**src/rtl/piccolo_pkg.sv**
```systemverilog
// ============================================================
// piccolo_pkg : shared Piccolo-128 constants, S-box, GF(2^4) mixing, key constants
// Rev 1.0
// ============================================================
`default_nettype none

package piccolo_pkg;

  localparam int NR   = 31;
  localparam int RK_N = 62;

  typedef enum logic [1:0] {
    IDLE = 2'd0,
    KEXP = 2'd1,
    DEC  = 2'd2
  } state_t;

  function automatic logic [3:0] sbox(input logic [3:0] x);
    case (x)
      4'h0: return 4'he;  4'h1: return 4'h4;  4'h2: return 4'hb;  4'h3: return 4'h2;
      4'h4: return 4'h3;  4'h5: return 4'h8;  4'h6: return 4'h0;  4'h7: return 4'h9;
      4'h8: return 4'h1;  4'h9: return 4'ha;  4'ha: return 4'h7;  4'hb: return 4'hf;
      4'hc: return 4'h6;  4'hd: return 4'hc;  4'he: return 4'h5;  default: return 4'hd;
    endcase
  endfunction

  // Multiply by x modulo x^4+x+1: the dropped x^4 folds back as x+1.
  function automatic logic [3:0] mul2(input logic [3:0] a);
    return {a[2:0], 1'b0} ^ (a[3] ? 4'h3 : 4'h0);
  endfunction

  function automatic logic [3:0] mul3(input logic [3:0] a);
    return mul2(a) ^ a;
  endfunction

  function automatic logic [15:0] mix_m(input logic [15:0] a);
    logic [3:0] a0, a1, a2, a3;
    a0 = a[15:12]; a1 = a[11:8]; a2 = a[7:4]; a3 = a[3:0];
    return {mul2(a0) ^ mul3(a1) ^ a2       ^ a3,
            a0       ^ mul2(a1) ^ mul3(a2) ^ a3,
            a0       ^ a1       ^ mul2(a2) ^ mul3(a3),
            mul3(a0) ^ a1       ^ a2       ^ mul2(a3)};
  endfunction

  function automatic logic [31:0] con128(input logic [4:0] i);
    logic [4:0] c;
    c = i + 5'd1;
    return {c, 5'd0, c, 2'b00, c, 5'd0, c} ^ 32'h6547a98b;
  endfunction

endpackage

`default_nettype wire

```
**src/rtl/piccolo_round.sv**
```systemverilog
// ============================================================
// piccolo_round : one Piccolo round (F, key XOR, RP with last-round bypass)
// Rev 1.0
// ============================================================
`default_nettype none

module piccolo_round
  import piccolo_pkg::*;
(
  input  logic [63:0] x,
  input  logic [15:0] rk0,
  input  logic [15:0] rk1,
  input  logic        last_round,
  output logic [63:0] y
);

  function automatic logic [15:0] f_func(input logic [15:0] v);
    logic [15:0] a, m;
    a = {sbox(v[15:12]), sbox(v[11:8]), sbox(v[7:4]), sbox(v[3:0])};
    m = mix_m(a);
    return {sbox(m[15:12]), sbox(m[11:8]), sbox(m[7:4]), sbox(m[3:0])};
  endfunction

  logic [63:0] w_mix;

  assign w_mix = {x[63:48], x[47:32] ^ f_func(x[63:48]) ^ rk0,
                  x[31:16], x[15:0]  ^ f_func(x[31:16]) ^ rk1};

  // RP byte order (b0..b7) -> (b2,b7,b4,b1,b6,b3,b0,b5)
  assign y = last_round ? w_mix :
             {w_mix[47:40], w_mix[7:0],   w_mix[31:24], w_mix[55:48],
              w_mix[15:8],  w_mix[39:32], w_mix[63:56], w_mix[23:16]};

endmodule

`default_nettype wire

```
**src/rtl/piccolo128_dec.sv**
```systemverilog
// ============================================================
// piccolo128_dec : iterative Piccolo-128 decryption, key expansion then 31 rounds
// Rev 1.0
// ============================================================
`default_nettype none

module piccolo128_dec
  import piccolo_pkg::*;
(
  input  logic         clk,
  input  logic         reset,
  input  logic         start,
  input  logic [127:0] keyin,
  input  logic [63:0]  ciphertext,
  output logic         busy,
  output logic         done,
  output logic [63:0]  plaintext
);

  localparam logic [4:0] c_last = 5'(NR - 1);

  state_t           r_state, w_state_nxt;
  logic [4:0]       r_cnt;
  logic [63:0]      r_x;
  logic [31:0]      r_wk_out;
  logic [0:7][15:0] w_kin, r_key, w_kp;
  logic [31:0]      r_ks [RK_N/2];
  logic             w_accept, w_kexp_en, w_dec_en, w_finish;
  logic [2:0]       w_ia, w_ib;
  logic [31:0]      w_rk_pair, w_ks_rd;
  logic [15:0]      w_rk0, w_rk1;
  logic [15:0]      w_wk0, w_wk1, w_wk2, w_wk3;
  logic [63:0]      w_rnd;

  assign w_kin = keyin;
  assign w_wk0 = {w_kin[0][15:8], w_kin[1][7:0]};
  assign w_wk1 = {w_kin[1][15:8], w_kin[0][7:0]};
  assign w_wk2 = {w_kin[4][15:8], w_kin[7][7:0]};
  assign w_wk3 = {w_kin[7][15:8], w_kin[4][7:0]};

  // Key words are permuted cumulatively whenever (2j+2) mod 8 == 0, i.e. j mod 4 == 3.
  assign w_kp = (r_cnt[1:0] == 2'd3) ?
                {r_key[2], r_key[1], r_key[6], r_key[7], r_key[0], r_key[3], r_key[4], r_key[5]} :
                r_key;
  assign w_ia      = {r_cnt[1:0] + 2'd1, 1'b0};
  assign w_ib      = {r_cnt[1:0] + 2'd1, 1'b1};
  assign w_rk_pair = {w_kp[w_ia], w_kp[w_ib]} ^ con128(r_cnt);

  // Entry 30-i holds {rk60-2i, rk61-2i}; odd rounds take the pair swapped.
  assign w_ks_rd = r_ks[c_last - r_cnt];
  assign w_rk0   = r_cnt[0] ? w_ks_rd[15:0]  : w_ks_rd[31:16];
  assign w_rk1   = r_cnt[0] ? w_ks_rd[31:16] : w_ks_rd[15:0];

  piccolo_round u_round (
    .x          (r_x),
    .rk0        (w_rk0),
    .rk1        (w_rk1),
    .last_round (r_cnt == c_last),
    .y          (w_rnd)
  );

  always_ff @(posedge clk) begin
    if (reset) r_state <= IDLE;
    else       r_state <= w_state_nxt;
  end

  always_comb begin
    w_state_nxt = r_state;
    w_accept    = 1'b0;
    w_kexp_en   = 1'b0;
    w_dec_en    = 1'b0;
    w_finish    = 1'b0;
    case (r_state)
      IDLE: if (start && !done) begin
        w_accept    = 1'b1;
        w_state_nxt = KEXP;
      end
      KEXP: begin
        w_kexp_en = 1'b1;
        if (r_cnt == c_last) w_state_nxt = DEC;
      end
      DEC: begin
        w_dec_en = 1'b1;
        if (r_cnt == c_last) begin
          w_finish    = 1'b1;
          w_state_nxt = IDLE;
        end
      end
      default: w_state_nxt = IDLE;
    endcase
  end

  always_ff @(posedge clk) begin
    if (w_kexp_en) r_ks[r_cnt] <= w_rk_pair;
  end

  always_ff @(posedge clk) begin
    if (reset) begin
      busy      <= 1'b0;
      done      <= 1'b0;
      plaintext <= '0;
      r_cnt     <= '0;
    end else begin
      done <= w_finish;
      if (w_accept) begin
        busy     <= 1'b1;
        r_cnt    <= '0;
        r_x      <= ciphertext ^ {w_wk2, 16'h0, w_wk3, 16'h0};
        r_key    <= w_kin;
        r_wk_out <= {w_wk0, w_wk1};
      end else if (w_kexp_en) begin
        r_key <= w_kp;
        r_cnt <= (r_cnt == c_last) ? 5'd0 : r_cnt + 5'd1;
      end else if (w_dec_en) begin
        r_x   <= w_rnd;
        r_cnt <= r_cnt + 5'd1;
        if (w_finish) begin
          busy      <= 1'b0;
          r_cnt     <= '0;
          plaintext <= w_rnd ^ {r_wk_out[31:16], 16'h0, r_wk_out[15:0], 16'h0};
        end
      end
    end
  end

endmodule

`default_nettype wire

```
**config.mk**
```make
export PLATFORM = sky130hd
export DESIGN_NAME = piccolo128_dec
export DESIGN_NICKNAME = d
export VERILOG_FILES = /design/src/rtl/piccolo_pkg.sv /design/src/rtl/piccolo_round.sv /design/src/rtl/piccolo128_dec.sv
export SDC_FILE = /design/constraint.sdc
export NUM_CORES = 2
export LEC_CHECK = 0
export CORE_MARGIN = 8
export CORE_UTILIZATION = 55
export CTS_CLUSTER_DIAMETER = 50
export DETAILED_ROUTE_END_ITERATION = 10
export PLACE_DENSITY = 0.76
export SLEW_MARGIN = 20
export SYNTH_ARGS = -nofsm -noshare
export SYNTH_HDL_FRONTEND = slang
export SYNTH_SLANG_ARGS = --single-unit
```
**constraint.sdc**
```tcl
create_clock -name clk -period 7 [get_ports clk]
set_input_delay 0.7 -clock clk [delete_from_list [all_inputs] [get_ports clk]]
set_output_delay 0.7 -clock clk [all_outputs]
set_load 0.1 [all_outputs]
```
==> results.sh <==
export IMPL_reg2reg_from="r_cnt[1]$_SDFFE_PP0P_"
export IMPL_gp_congestion=0.940
export IMPL_dr_total_vias=37600
export IMPL_rows=120
export IMPL_ys_types=82
export IMPL_status="complete, no violations"
export IMPL_crit_fanout=108
export IMPL_maxCapViolCount=0
export IMPL_max_stage_delay_ns=0.92
export IMPL_drive_gt1_share_pct=15.0
export IMPL_finalInstanceArea_um2=68300
export IMPL_worst_slew_pin_slew_ns=1.14
export IMPL_ios=261
export IMPL_cts_setup_buffers=0
export IMPL_fin_crit_ns=5.78
export IMPL_fmax_ghz=0.173
export IMPL_wl_per_cell_um=31.0
export IMPL_dr_pass1_iters=6
export IMPL_hold_start="plaintext[0]$_SDFFE_PP0P_"
export IMPL_start_util_pct=55.2
export IMPL_slew_violations=0
export IMPL_ys_dominant_reg_cell="edfxtp_1"
export IMPL_switchingPower_uw=10900
export IMPL_ant_nets=0
export IMPL_hold_path_class="reg -> reg"
export IMPL_synth_most_common_cell="edfxtp_1"
export IMPL_power_leakage_uw=0.0227
export IMPL_finalHoldViolCount=0
export IMPL_rsz0062_at_grt="no"
export IMPL_syn2layout_area_growth_pct=16.0
export IMPL_whs_endpoint="plaintext[0]$_SDFFE_PP0P_"
export IMPL_swShare_pct=37.3
export IMPL_synth_top_area_share_pct=62.0
export IMPL_syn_nets=4176
export IMPL_r2r_slack_ns=1.22
export IMPL_path_class="reg -> reg"
export IMPL_avgSynthCellArea_um2=15.0
export IMPL_grt_pass1_vias=36400
export IMPL_cts_resized_gates=0
export IMPL_min_period_over_period_pct=82.6
export IMPL_clock_skew_ns=0.0538
export IMPL_yosys_area_top_type="edfxtp_1"
export IMPL_dp_final_hpwl_mm=115
export IMPL_port_buffers=260
export IMPL_crit_top_cell="o211a_1"
export IMPL_grt_overflow_total=0
export IMPL_path_cells="inv_1 -> ha_4 -> buf_12 -> mux4_2 -> nand2_1 -> a21oi_1 -> nor4_1 -> mux2i_1 -> xnor2_1 -> o211a_1 -> ha_1 -> a211o_1 -> o211a_1 -> a211oi_1"
export IMPL_sequentialPowerShare_pct=33.5
export IMPL_crit_path_end_kind="flip-flop"
export IMPL_holdBufCountCts=0
export IMPL_powerDensity_nw_per_um2=429
export IMPL_yosys_register_bits=1321
export IMPL_h_tree_depth=4
export IMPL_final_core_util_pct=64.0
export IMPL_cts_clk_slew_worst_paths_ns=0.06
export IMPL_yosysSeqAreaShare_pct=65.5
export IMPL_cp_data_arrival_time_ns=6.45
export IMPL_intPower_uw=18400
export IMPL_coreArea_um2=107000
export IMPL_dieHeight_um=343
export IMPL_cp_start_kind="flip-flop"
export IMPL_track_usage_pct=29.6
export IMPL_vdd_drop_max_mv=0.491
export IMPL_nNetsFinal=4466
export IMPL_synth_edf_count=1216
export IMPL_worstRegToRegCells=14
export IMPL_yosysWarnings=0
export IMPL_grt_max_degree=109
export IMPL_cts_tree="done"
export IMPL_syn_inst=3930
export IMPL_p_comb_share_pct=41.1
export IMPL_critical_path_slowest_cell="nor4_1"
export IMPL_maxSlewHeadroom_pct=23.9
export IMPL_drt_total_wl_mm=178
export IMPL_dpl_cell_area_um2=63600
export IMPL_clk_path_buf_depth=3
export IMPL_power_frac_clock_pct=25.5
export IMPL_first_iter_violations=5214
export IMPL_antenna_found_initial=7
export IMPL_setup_violations=0
export IMPL_drc_errors=0
export IMPL_grt_pass1_wl_mm=252
export IMPL_worstHoldPathCells=2
export IMPL_synth_area_top_cells="edfxtp_1, mux4_2, mux2i_1"
export IMPL_cp_data_required_time_ns=7.66
export IMPL_clock_sinks=1321
export IMPL_numCtsBuffers=148
export IMPL_power_total_uw=29300
export IMPL_syn_area_um2=58900
export IMPL_ys_top_cells_by_count="edfxtp_1, nand2_1, nor2_1"
export IMPL_clock_latency_ns=0.77
export IMPL_die_w_um=343
export IMPL_die_area_um2=118000
export IMPL_cts_root_buf="clkbuf_16"
export IMPL_async_flop_share_pct=0
export IMPL_setup_tns_ns=0
export IMPL_viasPerCell=6.55
power by group through the flow:
stage | combinational (µW) | clock (µW) | sequential [µW]
after global placement | 11600 | 0 | 9940
after global routing | 12900 | 7780 | 9810
after detailed placement | 11800 | 0 | 9950
after CTS | 11900 | 7490 | 9790
final | 12000 | 7460 | 9810
after floorplan | 8320 | 0 | 9690
stage by stage:
stage / hold WS (ns) / instances / setup WS [ns]
after global placement: 0.441 / 5471 / 1.40
after floorplan: 0.468 / 3930 / 0.195
after detailed placement: 0.445 / 5472 / 1.47
after CTS: 0.453 / 5735 / 1.46
final: 0.451 / 5741 / 1.22
after global routing: 0.476 / 5740 / 1.01
final cells by class:
| type | count | area, µm² |
|---|---|---|
| sequential | 1321 | 38600 |
| fill | 7359 | 38400 |
| multi-input combinational | 2317 | 19500 |
| clock buffer | 182 | 3960 |
| timing repair buffer | 377 | 3580 |
| tap | 1403 | 1760 |
| clock inverter | 81 | 696 |
| inverter | 55 | 208 |
| antenna | 5 | 12.5 |
layout by cell type, fill, tap and decap left out, drive strengths merged, types with 29 or more instances in the layout:
cell type	instances
a21oi	263
buf	118
inv	65
mux4	211
nand3	71
edfxtp	1216
o21ai	76
ha	51
and2	29
nand2	334
clkinv	59
xor2	79
nor2	324
mux2i	269
nor3	42
xnor2	145
dfxtp	105
clkdlybuf4s50	259
a32oi	31
clkbuf	182
a211oi	75
cell families (layout without fill, tap and decap cells):
kind of cell	count (synthesis)	after routing	share of synthesized area, %
xor gates and xnor gates	264	264	4.97
AOI/OAI and AO/OA	626	626	6.81
buffers and inverters	292	695	2.37
and+or+nand+nor	887	887	6.44
muxes	489	489	12.8
adders and majority gates	51	51	1.08
DFF	1321	1321	65.5
other	0	5	0
critical path: cells and delay by family, from the launching register on:
kind / cells / cell delay (ns)
AO/OA/AOI/OAI: 5 / 0.96
XOR/XNOR: 1 / 0.70
adder cells (fa/ha/maj): 2 / 0.92
buffers and inverters: 2 / 0.64
flip-flops: 1 / 0.59
multiplexers: 2 / 0.72
AND/OR/NAND/NOR: 2 / 1.00
flip-flops by register name (all words and copies together), names as in the netlist, named ones only:
signal     count
r_ks         992
r_key        128
plaintext     64
r_x           64
r_wk_out      32
r_cnt          5
r_state        2
busy           1
done           1
worst max path at each step:
stage                               start                  to  slack [ns]  depth (start not counted)
CTS                 r_cnt[1]$_SDFFE_PP0P_           flip-flop        1.46                         14
global route        r_cnt[1]$_SDFFE_PP0P_           flip-flop        1.01                         14
global placement    r_cnt[0]$_SDFFE_PP0P_           flip-flop        1.40                         11
finish              r_cnt[1]$_SDFFE_PP0P_           flip-flop        1.22                         14
detailed placement  r_cnt[1]$_SDFFE_PP0P_           flip-flop        1.47                         14
floorplan                 done$_SDFF_PP0_  r_key[0]$_DFFE_PP_        0.19                          6
metal layers:
layer / GRT usage [%] / vias to the layer above / routed length [µm]
met2: 47.1 / 2594 / 83900
met3: 7.11 / 540 / 20400
met5: 0 / - / 68
met4: 14.3 / 4 / 10100
li1: - / 15700 / -
met1: 38.5 / 18800 / 63600
Power figures use the tool's default switching activity.
